==> src/rtl/uart_sync_fifo.sv <==
// Synchronous FIFO with a registered head, full/empty from pointers that
// carry an extra wrap bit. A push into an empty FIFO appears at the head next cycle.
module uart_sync_fifo #(
  parameter int WIDTH = 8,
  parameter int DEPTH = 16
) (
  input  logic             clk,
  input  logic             rst,
  input  logic             push_i,
  input  logic [WIDTH-1:0] wdata_i,
  input  logic             pop_i,
  output logic [WIDTH-1:0] head_o,
  output logic             full_o,
  output logic             empty_o
);

  localparam int AW = $clog2(DEPTH);

  logic [WIDTH-1:0] mem_q [DEPTH];
  logic [AW:0]      wr_q, rd_q, wr_d, rd_d;
  logic [WIDTH-1:0] head_q, head_d;
  logic             do_push, do_pop;

  assign empty_o = (wr_q == rd_q);
  assign full_o  = (wr_q[AW] != rd_q[AW]) && (wr_q[AW-1:0] == rd_q[AW-1:0]);
  assign do_push = push_i && !full_o;
  assign do_pop  = pop_i && !empty_o;
  assign head_o  = head_q;

  // The incoming word lands on the head slot only when the FIFO is empty after
  // this cycle's pop; a full FIFO never reaches here because the push is refused.
  always_comb begin
    wr_d   = wr_q + {{AW{1'b0}}, do_push};
    rd_d   = rd_q + {{AW{1'b0}}, do_pop};
    head_d = mem_q[rd_d[AW-1:0]];
    if (do_push && (wr_q[AW-1:0] == rd_d[AW-1:0])) head_d = wdata_i;
  end

  always_ff @(posedge clk) begin
    if (do_push) mem_q[wr_q[AW-1:0]] <= wdata_i;
  end

  always_ff @(posedge clk) begin
    if (rst) begin
      wr_q   <= '0;
      rd_q   <= '0;
      head_q <= '0;
    end else begin
      wr_q   <= wr_d;
      rd_q   <= rd_d;
      head_q <= head_d;
    end
  end

endmodule

==> config.mk <==
export PLATFORM = sky130hd
export DESIGN_NAME = uart_sync_fifo
export DESIGN_NICKNAME = d
export VERILOG_FILES = /design/src/rtl/uart_sync_fifo.sv
export SDC_FILE = /design/constraint.sdc
export NUM_CORES = 1
export LEC_CHECK = 0
export ABC_AREA = 1
export BUFFER_PORTS_ARGS = -buffer_cell sky130_fd_sc_hd__buf_2
export CAP_MARGIN = 25
export CORE_MARGIN = 1
export CORE_UTILIZATION = 55
export DETAILED_ROUTE_END_ITERATION = 10
export GPL_ROUTABILITY_DRIVEN = 0
export PLACE_DENSITY = 0.7
export SLEW_MARGIN = 25
export SYNTH_ARGS = -nofsm -noshare
export SYNTH_HDL_FRONTEND = slang
export SYNTH_SLANG_ARGS = --single-unit
==> constraint.sdc <==
create_clock -name clk -period 3.2 [get_ports clk]
set_input_delay 0.16 -clock clk [delete_from_list [all_inputs] [get_ports clk]]
set_output_delay 0.16 -clock clk [all_outputs]
set_load 0.1 [all_outputs]
==> impl_metrics.env <==
export IMPL_crit_arrival_ns=3.22
export IMPL_timing_setup_tns_ns=0
export IMPL_drt_first_pass_iters=5
export IMPL_swShare_pct=32.47
export IMPL_status="finished clean"
export IMPL_grt_usage_pct=24.66
export IMPL_nNetsFinal=653
export IMPL_synthesis_instances=615
export IMPL_final_hold_violation_count=0
export IMPL_synth_edf_count=128
export IMPL_m1WireLength_um=5811
export IMPL_overflow=0
export IMPL_synth_top_cell_area_share_pct=61.54
export IMPL_ys_flop_type="edfxtp_1"
export IMPL_routed_wl_met2_um=6413
export IMPL_cts_tree="built"
export IMPL_pwr_share_seq_pct=40.4
export IMPL_synth_nets=631
export IMPL_antenna_left=0
export IMPL_synthToLayoutAreaGrowth_pct=13.02
export IMPL_fill_cells=894
export IMPL_hp_class="input port to flip-flop"
export IMPL_vias_per_cell=5.237
export IMPL_port_buffers=21
export IMPL_clkLatencyLatePin_ns=0.42
export IMPL_grt_start_max_net_pins=66
export IMPL_die_w_um=108.6
export IMPL_ys_warn_count=0
export IMPL_clkSlewWorstSetupHoldPaths_ns=0.06
export IMPL_final_max_slew_viol_count=0
export IMPL_antennaDiodeCount=0
export IMPL_path_class="flip-flop to flip-flop"
export IMPL_synth_most_common_cell="nand2_1"
export IMPL_root_buffer="clkbuf_16"
export IMPL_cp_max_fo=17
export IMPL_drt_total_wl_um=13260
export IMPL_synth_area_top_cells="edfxtp_1 (62%), nand2_1 (14%), dfxtp_1 (5.8%), nor2_1 (4.6%), nand3_1 (4.6%)"
export IMPL_synthArstFlopShare_pct=0
export IMPL_ys_seq_area_share_pct=67.31
export IMPL_syn_cell_area_sq_um=6246
export IMPL_ys_types=21
export IMPL_worstPathRequired_ns=3.51
export IMPL_wire_per_inst_um=16.79
export IMPL_die_area_sq_um=11790
export IMPL_grt_pass1_wl_um=20790
export IMPL_maxCapViolCount=0
export IMPL_worst_slew_pin_transition_ns=0.8127
export IMPL_top_layer="met4"
export IMPL_p_leak_uw=0.002877
export IMPL_power_density_nw_per_um2=752.7
export IMPL_clock_skew_ns=0.01102
export IMPL_min_period_ns=2.903
export IMPL_layout_setup_ws_ns=0.2970
export IMPL_synth_common_cells="nand2_1 (225), edfxtp_1 (128), nor2_1 (77)"
export IMPL_vias=4137
export IMPL_intPower_uw=3588
export IMPL_placeableCoreArea_sq_um=10940
export IMPL_hpwl_um=8437
export IMPL_power_frac_clock_pct=36.7
export IMPL_chipHeight_um=108.6
export IMPL_drt_iter0_drc=310
export IMPL_post_route_period_util_pct=90.72
export IMPL_grt_pass1_vias=4006
export IMPL_cts_hold_buf=0
export IMPL_start_util_pct=57.12
export IMPL_p_sw_uw=1725
export IMPL_clock_sinks=146
export IMPL_combPwrFrac_pct=22.9
export IMPL_drive_above_1_share_pct=11.23
export IMPL_std_cell_rows=38
export IMPL_htree_levels=4
export IMPL_vdd_drop_max_mv=0.4256
export IMPL_clock_fmax_mhz=344.5
export IMPL_rsz0062_at_grt="no"
export IMPL_cp_start_kind="flip-flop"
export IMPL_cts_buffer_depth=2
export IMPL_pin_count=22
export IMPL_pre_cts_ws_ns=0.2070
export IMPL_cp_end_kind="flip-flop"
export IMPL_route_met3_wl_um=766
export IMPL_synth_top_cell_by_area="edfxtp_1"
export IMPL_cts_buffers=17
export IMPL_antenna_found_initial=0
export IMPL_ys_ff_latch=146
export IMPL_syn_area_per_cell_sq_um=10.16
export IMPL_slew_headroom_pct=45.62
export IMPL_drc=0
export IMPL_setup_violations=0
[per-stage QoR]
| stage | hold slack, ns | total power [uW] | cell area [sq um] | util [%] | std cells |
|---|---|---|---|---|---|
| finish | 0.03862 | 5313 | 7059 | 64.55 | 790 |
| global route | 0.04348 | 5530 | 7059 | 64.55 | 790 |
| detailed placement | 0.4687 | 3385 | 6465 | 59.12 | 758 |
| global placement | 0.4653 | 3373 | 6465 | 59.12 | 758 |
| CTS | 0.03238 | 5314 | 7048 | 64.45 | 790 |
| floorplan | 0.2589 | 3114 | 6246 | - | 615 |
[critical path, cell delays in order (launching register included)]
cell and delay (ns):
dfxtp_1 0.42, inv_1 0.11, nand2_1 0.09, nand2_1 0.07, nor2_1 0.13, nand2_1 0.08, o21ai_0 0.15, inv_1 0.06
ha_2 0.18, ha_1 0.42, clkinvlp_4 0.36, nand2_1 0.18, nand3_1 0.13, nand3_1 0.19, nand2_1 0.09, nor2_1 0.10
nor2_1 0.05
[cell usage in the layout, fill, tap and decap left out, drive strengths merged]
master	n
ha	4
edfxtp	128
a21oi	1
xnor2	1
inv	44
o21ai	18
nand2	225
nand3	65
xor2	7
dfxtp	18
bufinv	2
clkinv	8
buf	28
clkinvlp	4
nor2	78
clkbuf	18
nand3b	1
[worst paths after layout]
check,slack (ns),start,endpoint,depth (start not counted)
worst max-delay path,0.30,wr_q[2],head_o[0],16
worst min-delay path,0.04,rst,wr_q[1],2
worst max register to register,0.30,wr_q[2],head_o[0],16
worst min register to register,0.53,rd_q[4],rd_q[4],2
[layout make-up]
cell class / instances / area, sq um / area share (%)
Clock buffer: 18 / 429.2 / 6.079
Clock inverter: 14 / 153.9 / 2.180
Inverter: 44 / 172.7 / 2.446
Multi-Input combinational cell: 400 / 1750 / 24.80
Sequential cell: 146 / 4204 / 59.55
Tap cell: 140 / 175.2 / 2.481
Timing Repair Buffer: 28 / 173.9 / 2.464
[logic make-up (layout without fill, tap and decap cells)]
logic type	Yosys count	count (layout)	synth area share, %
compound gates	19	19	1.522
xor+xnor	8	8	1.362
fa+ha+maj	4	4	0.8013
buf+inv	69	104	4.708
flops	146	146	67.31
simple gates	369	369	24.30
[routing by layer]
| metal | global-route usage [%] | up-vias |
|---|---|---|
| met1 | 32.76 | 1917 |
| met5 | 0 | - |
| li1 | - | 2054 |
| met4 | 10.04 | 0 |
| met3 | 5.365 | 24 |
| met2 | 39.47 | 142 |
[repair_timing]
item                       4_1_cts  5_1_grt
setup buffers                    0        0
gates resized for setup          0        3
setup endpoints to repair        0        8
[state kept, by name (all words and copies together), names as in the netlist]
signal,flops
wr_q,5
rd_q,5
mem_q,128
head_o,8
[power groups by stage]
stage	clock network (uW)	registers, uW	logic [uW]
2_1_floorplan	0	2410	708
3_3_place_gp	0	2180	1190
3_5_place_dp	0	2190	1200
4_1_cts	1960	2150	1210
5_1_grt	2040	2150	1340
6_report	1950	2140	1220
No activity file was read; power rests on OpenSTA's default activity.
